===== src/rtl/seg_scan_mux_pkg.sv =====
// Shared definitions for the 7-segment scan driver.
//   NIBBLE_W     : bits per displayed hex digit
//   SEG_W        : segment bus width (a..g)
//   scan_state_e : slot phase, ST_BLANK (anti-ghosting gap) / ST_SHOW (digit lit)
package seg_scan_mux_pkg;

    localparam int NIBBLE_W = 4;
    localparam int SEG_W    = 7;

    typedef enum logic {
        ST_BLANK = 1'b0,
        ST_SHOW  = 1'b1
    } scan_state_e;

endpackage


===== src/rtl/seg_scan_mux_if.sv =====
// Value-load handshake between a producer and seg_scan_mux.
//   val_valid : producer has value_i/dp_i ready this cycle
//   val_ready : consumer shadow register is empty
//   value_i   : NUM_DIGITS hex nibbles, LSB nibble = digit 0
//   dp_i      : decimal-point enable per digit
// Modports: master = producer side, slave = display side.
interface seg_scan_mux_if #(
    parameter int NUM_DIGITS = 4
);
    import seg_scan_mux_pkg::*;

    logic                           val_valid;
    logic                           val_ready;
    logic [NUM_DIGITS*NIBBLE_W-1:0] value_i;
    logic [NUM_DIGITS-1:0]          dp_i;

    modport master (output val_valid, value_i, dp_i, input val_ready);
    modport slave  (input val_valid, value_i, dp_i, output val_ready);

endinterface


===== src/rtl/seg_scan_mux_seg7.sv =====
// Hex nibble to 7-segment decoder, active-high segments.
//   nibble : hex digit 0..F
//   seg    : {g,f,e,d,c,b,a}, bit 0 = segment a
module seg_scan_mux_seg7
    import seg_scan_mux_pkg::*;
(
    input  logic [NIBBLE_W-1:0] nibble,
    output logic [SEG_W-1:0]    seg
);

    always_comb begin
        seg = '0;
        case (nibble)
            4'h0: seg = 7'h3F;
            4'h1: seg = 7'h06;
            4'h2: seg = 7'h5B;
            4'h3: seg = 7'h4F;
            4'h4: seg = 7'h66;
            4'h5: seg = 7'h6D;
            4'h6: seg = 7'h7D;
            4'h7: seg = 7'h07;
            4'h8: seg = 7'h7F;
            4'h9: seg = 7'h6F;
            4'hA: seg = 7'h77;
            4'hB: seg = 7'h7C;
            4'hC: seg = 7'h39;
            4'hD: seg = 7'h5E;
            4'hE: seg = 7'h79;
            4'hF: seg = 7'h71;
            default: seg = '0;
        endcase
    end

endmodule


===== src/rtl/seg_scan_mux.sv =====
// Time-multiplexed driver for a NUM_DIGITS common-cathode 7-segment display.
// A new value is taken over the handshake into a shadow register and only
// copied to the displayed (active) register at a frame boundary, so a frame
// never mixes two values. Each digit slot is PRESCALE cycles, the first
// BLANK_CYCLES of which keep all digits off to avoid ghosting.
// Ports:
//   clk, rst_n  : clock, asynchronous active-low reset
//   ena         : scan enable; low freezes the scan and blanks the outputs
//   bus         : value-load handshake (slave side)
//   seg_o       : segments a..g of the driven digit (registered)
//   dp_o        : decimal point of the driven digit (registered)
//   digit_en_o  : one-hot digit select, zero while blanking (registered)
//   frame_tick  : one-cycle pulse after the last digit's slot ends
module seg_scan_mux
    import seg_scan_mux_pkg::*;
#(
    parameter int NUM_DIGITS   = 4,
    parameter int PRESCALE     = 2500,
    parameter int BLANK_CYCLES = 16,
    parameter int LZ_SUPPRESS  = 1
) (
    input  logic                  clk,
    input  logic                  rst_n,
    input  logic                  ena,
    seg_scan_mux_if.slave         bus,
    output logic [SEG_W-1:0]      seg_o,
    output logic                  dp_o,
    output logic [NUM_DIGITS-1:0] digit_en_o,
    output logic                  frame_tick
);

    localparam int CNT_W = (PRESCALE > 1) ? $clog2(PRESCALE) : 1;
    localparam int IDX_W = (NUM_DIGITS > 1) ? $clog2(NUM_DIGITS) : 1;
    localparam int VAL_W = NUM_DIGITS * NIBBLE_W;

    localparam logic [CNT_W-1:0]      CNT_LAST      = CNT_W'(PRESCALE - 1);
    localparam logic [CNT_W-1:0]      CNT_BLANK_END = CNT_W'(BLANK_CYCLES - 1);
    localparam logic [IDX_W-1:0]      IDX_LAST      = IDX_W'(NUM_DIGITS - 1);
    localparam logic [NUM_DIGITS-1:0] EN_ONE        = NUM_DIGITS'(1);

    logic [CNT_W-1:0]      cnt;
    logic [IDX_W-1:0]      idx;
    scan_state_e           state_q, state_d;

    logic [VAL_W-1:0]      active_val, shadow_val;
    logic [NUM_DIGITS-1:0] active_dp,  shadow_dp;
    logic                  pending;

    logic                  slot_end, frame_end;
    logic [NUM_DIGITS-1:0] lz_mask;
    logic [NIBBLE_W-1:0]   cur_nib;
    logic [SEG_W-1:0]      cur_seg;

    logic [SEG_W-1:0]      seg_d;
    logic                  dp_d;
    logic [NUM_DIGITS-1:0] en_d;

    // Boundaries only exist while scanning; a frozen scan never ends a slot.
    assign slot_end  = ena && (cnt == CNT_LAST);
    assign frame_end = slot_end && (idx == IDX_LAST);

    assign bus.val_ready = !pending;

    // ---------------- slot prescaler and digit index ----------------
    always_ff @(posedge clk or negedge rst_n) begin
        if (!rst_n) begin
            cnt <= '0;
            idx <= '0;
        end else if (ena) begin
            if (cnt == CNT_LAST) begin
                cnt <= '0;
                idx <= (idx == IDX_LAST) ? '0 : idx + 1'b1;
            end else begin
                cnt <= cnt + 1'b1;
            end
        end
    end

    // ---------------- shadow / active value registers ----------------
    // Loading and applying are mutually exclusive (one needs pending=0, the
    // other pending=1), so a load landing on a boundary waits one frame.
    always_ff @(posedge clk or negedge rst_n) begin
        if (!rst_n) begin
            active_val <= '0;
            active_dp  <= '0;
            shadow_val <= '0;
            shadow_dp  <= '0;
            pending    <= 1'b0;
        end else begin
            if (frame_end && pending) begin
                active_val <= shadow_val;
                active_dp  <= shadow_dp;
                pending    <= 1'b0;
            end
            if (bus.val_valid && !pending) begin
                shadow_val <= bus.value_i;
                shadow_dp  <= bus.dp_i;
                pending    <= 1'b1;
            end
        end
    end

    // ---------------- leading-zero mask ----------------
    // Digit i>0 goes dark when it and every digit above it are zero and it
    // carries no decimal point; digit 0 always shows.
    always_comb begin
        lz_mask = '0;
        for (int i = 1; i < NUM_DIGITS; i++) begin
            lz_mask[i] = (LZ_SUPPRESS != 0) && !active_dp[i]
                         && ((active_val >> (i * NIBBLE_W)) == '0);
        end
    end

    assign cur_nib = active_val[idx*NIBBLE_W +: NIBBLE_W];

    seg_scan_mux_seg7 u_seg7 (
        .nibble (cur_nib),
        .seg    (cur_seg)
    );

    // ---------------- scan FSM ----------------
    always_ff @(posedge clk or negedge rst_n) begin
        if (!rst_n) state_q <= ST_BLANK;
        else        state_q <= state_d;
    end

    always_comb begin
        state_d = state_q;
        en_d    = '0;
        seg_d   = '0;
        dp_d    = 1'b0;

        if (ena) begin
            if (cnt == CNT_LAST)           state_d = ST_BLANK;
            else if (cnt == CNT_BLANK_END) state_d = ST_SHOW;
        end

        // Suppressed digits keep their enable so the scan duty stays uniform.
        if (ena && state_q == ST_SHOW) begin
            en_d  = EN_ONE << idx;
            seg_d = lz_mask[idx] ? '0 : cur_seg;
            dp_d  = active_dp[idx];
        end
    end

    // ---------------- registered outputs ----------------
    always_ff @(posedge clk or negedge rst_n) begin
        if (!rst_n) begin
            seg_o      <= '0;
            dp_o       <= 1'b0;
            digit_en_o <= '0;
            frame_tick <= 1'b0;
        end else begin
            seg_o      <= seg_d;
            dp_o       <= dp_d;
            digit_en_o <= en_d;
            frame_tick <= frame_end;
        end
    end

endmodule

===== src/flat_wrapper.sv =====
// flat-port wrapper written by rule: the top's interface ports become plain ports
module seg_scan_mux_flat import seg_scan_mux_pkg::*;
#(
    parameter int NUM_DIGITS   = 4,
    parameter int PRESCALE     = 2500,
    parameter int BLANK_CYCLES = 16,
    parameter int LZ_SUPPRESS  = 1
)
  (clk, rst_n, ena, seg_o, dp_o, digit_en_o, frame_tick, bus_val_valid, bus_value_i, bus_dp_i, bus_val_ready);
  seg_scan_mux_if #(.NUM_DIGITS(NUM_DIGITS)) bus_i ();
  input  logic clk;
  input  logic rst_n;
  input  logic ena;
  output logic [SEG_W-1:0] seg_o;
  output logic dp_o;
  output logic [NUM_DIGITS-1:0] digit_en_o;
  output logic frame_tick;
  input wire logic [$bits(bus_i.val_valid)-1:0] bus_val_valid;
  input wire logic [$bits(bus_i.value_i)-1:0] bus_value_i;
  input wire logic [$bits(bus_i.dp_i)-1:0] bus_dp_i;
  output wire logic [$bits(bus_i.val_ready)-1:0] bus_val_ready;
  assign bus_i.val_valid = bus_val_valid;
  assign bus_i.value_i = bus_value_i;
  assign bus_i.dp_i = bus_dp_i;
  assign bus_val_ready = bus_i.val_ready;
  seg_scan_mux #(.NUM_DIGITS(NUM_DIGITS), .PRESCALE(PRESCALE), .BLANK_CYCLES(BLANK_CYCLES), .LZ_SUPPRESS(LZ_SUPPRESS)) u_core (.clk(clk), .rst_n(rst_n), .ena(ena), .bus(bus_i), .seg_o(seg_o), .dp_o(dp_o), .digit_en_o(digit_en_o), .frame_tick(frame_tick));
endmodule

===== config.mk =====
export PLATFORM = sky130hd
export DESIGN_NAME = seg_scan_mux_flat
export DESIGN_NICKNAME = d
export VERILOG_FILES = /design/src/rtl/seg_scan_mux_pkg.sv /design/src/rtl/seg_scan_mux_if.sv /design/src/rtl/seg_scan_mux_seg7.sv /design/src/rtl/seg_scan_mux.sv /design/src/flat_wrapper.sv
export SDC_FILE = /design/constraint.sdc
export NUM_CORES = 1
export LEC_CHECK = 0
export CAP_MARGIN = 30
export CORE_MARGIN = 1
export CORE_UTILIZATION = 50
export CTS_BUF_LIST = sky130_fd_sc_hd__clkbuf_2
export DETAILED_ROUTE_END_ITERATION = 10
export PLACE_DENSITY = 0.72
export SLEW_MARGIN = 20
export SYNTH_ARGS = -nofsm -noshare
export SYNTH_HDL_FRONTEND = slang
export SYNTH_SLANG_ARGS = --single-unit

===== constraint.sdc =====
create_clock -name clk -period 2.3 [get_ports clk]
set_input_delay 0.46 -clock clk [delete_from_list [all_inputs] [get_ports clk]]
set_output_delay 0.46 -clock clk [all_outputs]
set_load 0.02 [all_outputs]

==> metrics.cfg, run 1 <==
[job]
cap_violations=0

[logic_synthesis]
ys_seq_area_share_pct=52.2
async_flop_share_pct=100
synthCells=255
synth-main-ff-cell=dfrtp_1
synth-seq-cells=69
syn_area_um2=3310
synth_edf_count=0
syn_avg_cell_area_um2=13.0
yosys_warnings=0
yosysUniqueCellTypes=45
synthesis.nets=290

[clock_network]
cts.reportedPaths.clkPinSlew_ns=0.18
cts_tree=yes
worstSkewPairLatency_ns=0.47
clk_path_buf_depth=2
clock_sinks=69
clockRootBuffer=clkbuf_2
htree_levels=3
cts_buffers=9

[global_routing]
grt_pass1_wl_um=9670
grt_pass1_vias=1988
grt_use_total_pct=18.0
grt_overflow=0
antenna_found_initial=0
grt_max_degree=70

[critical_path]
startpoint_type=flop
crit_type=flop to flop
required_ns=2.66
slowest_stage=or4bb_4
end_kind=flop
slowest_delay_ns=0.48
critical_path.max_fanout=8
rr_worst_depth=6
cp_data_arrival_time_ns=2.57
worstPathCellList=ha_2 > or4bb_4 > nor3_4 > and4_4 > clkbuf_16 > mux2_4

[final_layout]
mostFrequentLayoutCells=dfrtp_1, clkdlybuf4s50_1, mux2_2
area_growth_pct=19.9
nNetsFinal=342
design_area_um2=3960
final_common_cell=dfrtp_1
nFillCells=507
diodes=0
drive_gt1_share_pct=25.7
final_util_pct=62.4

[timing]
setup_viol=0
rsz0062_at_grt=true
finalCritPeriodShare_pct=96.2
hold_ws_ns=0.504
period_minus_slack_ns=2.21
finClkSkew_ns=0.0242
tightest_slew_ns=0.369
fin_ws_ns=0.0880
max_freq_ghz=0.452
slew_headroom_pct=75.2
timing.final.hold_violations=0
drv_slew=0

[placed_design]
hpwl_um=4050
place_area_um2=3800
port_buffers=37
dpl_worst_slack_ns=0.0816
place.gp.congestion=0.804

[routing]
vias=2085
drc=0
vias_per_cell=5.37
wl_per_cell_um=14.7
wl_um=5700
drt_iter0_markers=87
detail-route-antenna-nets=0
first_pass_iters=4

[power]
p_leak_nw=1.84
powerDensity_nw_per_um2=571
irDropWorstVdd_v=0.000392

[worst_hold_path]
min_path_type=input port to async pin

[floorplan]
rows=29
start_util_pct=52.1
core_um2=6350
dieArea_um2=6940
top_level_ports=38
die_w_um=83.3
die_y_um=83.3

[status]
outcome=completed

through the flow:
step / cells / power (mW) / setup TNS (ns)
2_1_floorplan: 255 / 1.53 / 0
3_3_place_gp: 370 / 1.64 / 0
3_5_place_dp: 370 / 1.65 / 0
4_1_cts: 386 / 2.29 / 0
5_1_grt: 388 / 2.39 / -0.00465
6_report: 388 / 2.26 / 0
layout make-up:
cell class              count  area, um2  area share [%]
well taps                  77       96.3            2.43
inverters                  10       37.5           0.947
clock inverters             6       55.1            1.39
clock buffers               9       45.0            1.14
multi-input cells         167       1490            37.7
repair buffers             50        508            12.8
flip-flops and latches     69       1730            43.6
cells by family (layout without fill, tap and decap cells):
kind of cell / after synthesis / after routing / synth area share [%]
mux: 51 / 51 / 20.7
simple gates: 68 / 68 / 11.7
buf+inv: 19 / 75 / 3.22
fa+ha+maj: 11 / 11 / 4.16
xor+xnor: 11 / 11 / 2.91
flops: 69 / 69 / 52.2
compound gates: 26 / 26 / 5.11
final timing paths:
path,startpoint,slack (ns),to
setup / recovery,u_core.cnt[0],0.09,u_core.active_dp[0]
hold / removal,rst_n,0.50,u_core.cnt[4]
max in group asynchronous,rst_n,1.49,u_core.shadow_val[10]
setup reg to reg,u_core.cnt[0],0.09,u_core.active_dp[0]
hold reg to reg,u_core.shadow_val[10],0.52,u_core.active_val[10]
min in group clk,u_core.shadow_val[10],0.52,u_core.active_val[10]
cells in the mapped netlist (all sizes together) (3+ instances only):
cell / count / share of area, %
a21oi: 3 / 0.45
mux2: 41 / 16
nand3: 3 / 0.45
o21ai: 8 / 1.2
nor2: 12 / 1.4
buf: 5 / 1.6
xnor2: 8 / 2.1
mux2i: 6 / 1.8
mux4: 4 / 2.7
clkbuf: 4 / 0.45
nor4b: 4 / 1.1
dfrtp: 69 / 52
nand2: 17 / 1.9
nor3: 10 / 1.7
inv: 10 / 1.1
nor4: 5 / 1.4
ha: 11 / 4.2
xor2: 3 / 0.79
and3: 5 / 0.95
a21o: 4 / 0.91
report_power, final:
part / switching, mW / total, mW / internal (mW)
clock network: 0.402 / 0.636 / 0.235
registers: 0.0900 / 1.40 / 1.31
logic: 0.0957 / 0.227 / 0.131
total: 0.587 / 2.26 / 1.67
sequential cells by signal, summed over array words and instances (netlist names):
signal / count
u_core.digit_en_o: 4
u_core.cnt: 12
u_core.dp_o: 1
u_core.active_dp: 4
u_core.shadow_dp: 4
u_core.idx: 2
u_core.frame_tick: 1
u_core.seg_o: 7
u_core.pending: 1
u_core.active_val: 16
u_core.shadow_val: 16
u_core.state_q: 1
routing by layer:
layer	global-route usage (%)	vias up	wire length, um
met1	25.2	996	2680
met4	9.09	0	189
li1	-	1022	-
met5	0	-	0
met2	26.5	50	2610
met3	3.68	17	220
timing repair:
item,in CTS,in global routing
hold buffers,1,0
gates resized for setup,0,5
setup endpoints to repair,0,18
hold endpoints to repair,69,0
setup buffers,0,1
critical path, delay by kind of cell (launching register included):
family        cells  cell delay, ns
fa+ha+maj         1            0.19
buf+inv           1            0.18
flops             1            0.42
mux               1            0.29
simple gates      3            1.01
Note: power is estimated with default switching activity, not from simulation.
==> inputs of run 2 (changes only) <==
--- a/config.mk
+++ b/config.mk
@@ -10,7 +10,9 @@
 export CORE_UTILIZATION = 50
 export CTS_BUF_LIST = sky130_fd_sc_hd__clkbuf_2
 export DETAILED_ROUTE_END_ITERATION = 10
+export MAX_ROUTING_LAYER = met4
 export PLACE_DENSITY = 0.72
+export REMOVE_ABC_BUFFERS = 1
 export SLEW_MARGIN = 20
 export SYNTH_ARGS = -nofsm -noshare
 export SYNTH_HDL_FRONTEND = slang
==> run 2 against run 1 <==
Effect of this change:
- non-clock buffer count increased by 2
- design area increased by 1.5%
- wire length increased by 3.6%
- combinational power up 3%
- clock skew about the same
- critical endpoint is now u_core.active_val[2]
==> metrics.cfg, run 2 (synthesis results as in run 1) <==
[critical_path]
cp_data_arrival_time_ns=2.66
r2r_setup_slack_ns=0.07
startpoint_type=flop
slowest_stage=or4bb_1
end_kind=flop
worstPathCellList=ha_1 > or4bb_1 > nor3_2 > and4_4 > clkbuf_16 > mux2_4
crit_type=flop to flop
slowest_delay_ns=0.44
critical_path.max_fanout=9
required_ns=2.72

[clock_network]
htree_levels=3
cts_tree=yes
clk_path_buf_depth=2
clockRootBuffer=clkbuf_2
clock_sinks=69
cts_buffers=9
worstSkewPairLatency_ns=0.52
cts.reportedPaths.clkPinSlew_ns=0.19

[final_layout]
nNetsFinal=344
top_regs=u_core.active_val: 16 flops, u_core.shadow_val: 16 flops, u_core.cnt: 12 flops
final_common_cell=dfrtp_1
design_area_um2=4020
multi_input_area_um2=1480
mostFrequentLayoutCells=dfrtp_1, clkdlybuf4s50_1, mux2_2
layout.area.seq_um2=1730
layout.cells.non_filler=391
drive_gt1_share_pct=26.4
diodes=0
nFillCells=496
area_growth_pct=21.7

[power]
pwr-share-seq_pct=55.4
switching_share_pct=24.3
pwr-share-clk_pct=35.4
p_comb_share_pct=9.2
power_switching_mw=0.615
powerDensity_nw_per_um2=629
p_int_mw=1.91
p_leak_nw=1.86
irDropWorstVdd_v=0.000486

[timing]
setup_viol=0
slew_headroom_pct=76.1
finClkSkew_ns=0.0244
finalCritPeriodShare_pct=97.0
tightest_slew_ns=0.358
rsz0062_at_grt=true
period_minus_slack_ns=2.23
drv_slew=0
max_freq_ghz=0.448
finalSetupTns_ns=0
timing.final.hold_violations=0
hold_ws_ns=0.459

[placed_design]
hpwl_um=4130
dp_cells=372
port_buffers=37
place.gp.congestion=0.785
place_area_um2=3810

[routing]
vias_per_cell=5.39
wl_per_cell_um=15.1
drt_iter0_markers=115
wl_um=5910
drc=0
detail-route-antenna-nets=0
first_pass_iters=4
vias=2108

[global_routing]
antenna_found_initial=0
grt_max_degree=70
grt_overflow=0
grt_pass1_vias=2081
grt_use_total_pct=19.3
grt_pass1_wl_um=10100

[floorplan]
core_um2=6350
die_y_um=83.3
dieArea_um2=6940
die_w_um=83.3
top_level_ports=38
rows=29
start_util_pct=52.1

[worst_hold_path]
min_path_type=input port to async pin

[status]
outcome=completed

[job]
cap_violations=0

run 2: cell count changes in the layout (fill, tap and decap cells not counted), sizes merged:
cell    delta
buf        +2
bufinv     +2
clkbuf     +1
clkinv     -2
run 2: critical path, delay by kind of cell (launching register included):
kind,cells,cell delay [ns]
fa+ha+maj,1,0.20
simple gates,3,1.03
mux,1,0.30
buf+inv,1,0.19
flops,1,0.43
run 2: power groups by stage:
stage / logic, mW / clock network [mW] / registers (mW)
floorplan: 0.133 / 0 / 1.40
global placement: 0.223 / 0 / 1.42
detailed placement: 0.234 / 0 / 1.42
CTS: 0.237 / 0.927 / 1.40
global route: 0.264 / 0.972 / 1.42
finish: 0.233 / 0.896 / 1.40
run 2: worst paths after layout:
check,from,to,depth (start not counted)
min in group clk,u_core.shadow_val[5],u_core.active_val[5],1
setup reg to reg,u_core.cnt[0],u_core.active_val[2],6
hold reg to reg,u_core.shadow_val[5],u_core.active_val[5],1
max in group asynchronous,rst_n,u_core.active_val[14],3
setup / recovery,u_core.cnt[0],u_core.active_val[2],6
hold / removal,rst_n,u_core.cnt[7],3
run 2: layout make-up:
type,count,share of cell area (%)
multi-input cells,167,36.7
clock inverters,6,2.77
inverters,10,0.933
repair buffers,52,13.0
well taps,77,2.40
clock buffers,10,1.24
flip-flops and latches,69,43.0
run 2: per-stage QoR:
| step | total power, mW | setup slack (ns) | utilization, % |
|---|---|---|---|
| 3_3_place_gp | 1.64 | 0.156 | 60.1 |
| 5_1_grt | 2.65 | -0.0232 | 63.3 |
| 4_1_cts | 2.56 | 0.0400 | 62.8 |
| 2_1_floorplan | 1.53 | 0.0989 | - |
| 6_report | 2.53 | 0.0687 | 63.3 |
| 3_5_place_dp | 1.65 | 0.0889 | 60.1 |
run 2: layer usage:
layer	vias to the layer above	wire [um]	track usage [%]
li1	1017	-	-
met1	1042	2770	25.7
met2	37	2840	28.1
met3	12	171	4.57
met4	0	119	8.93
met5	-	0	-
run 2: timing repair:
action	in CTS	in global routing
hold buffers	1	0
endpoints found under the setup margin	0	19
gates resized for setup	0	2
setup buffers	0	1
hold endpoints to repair	69	0
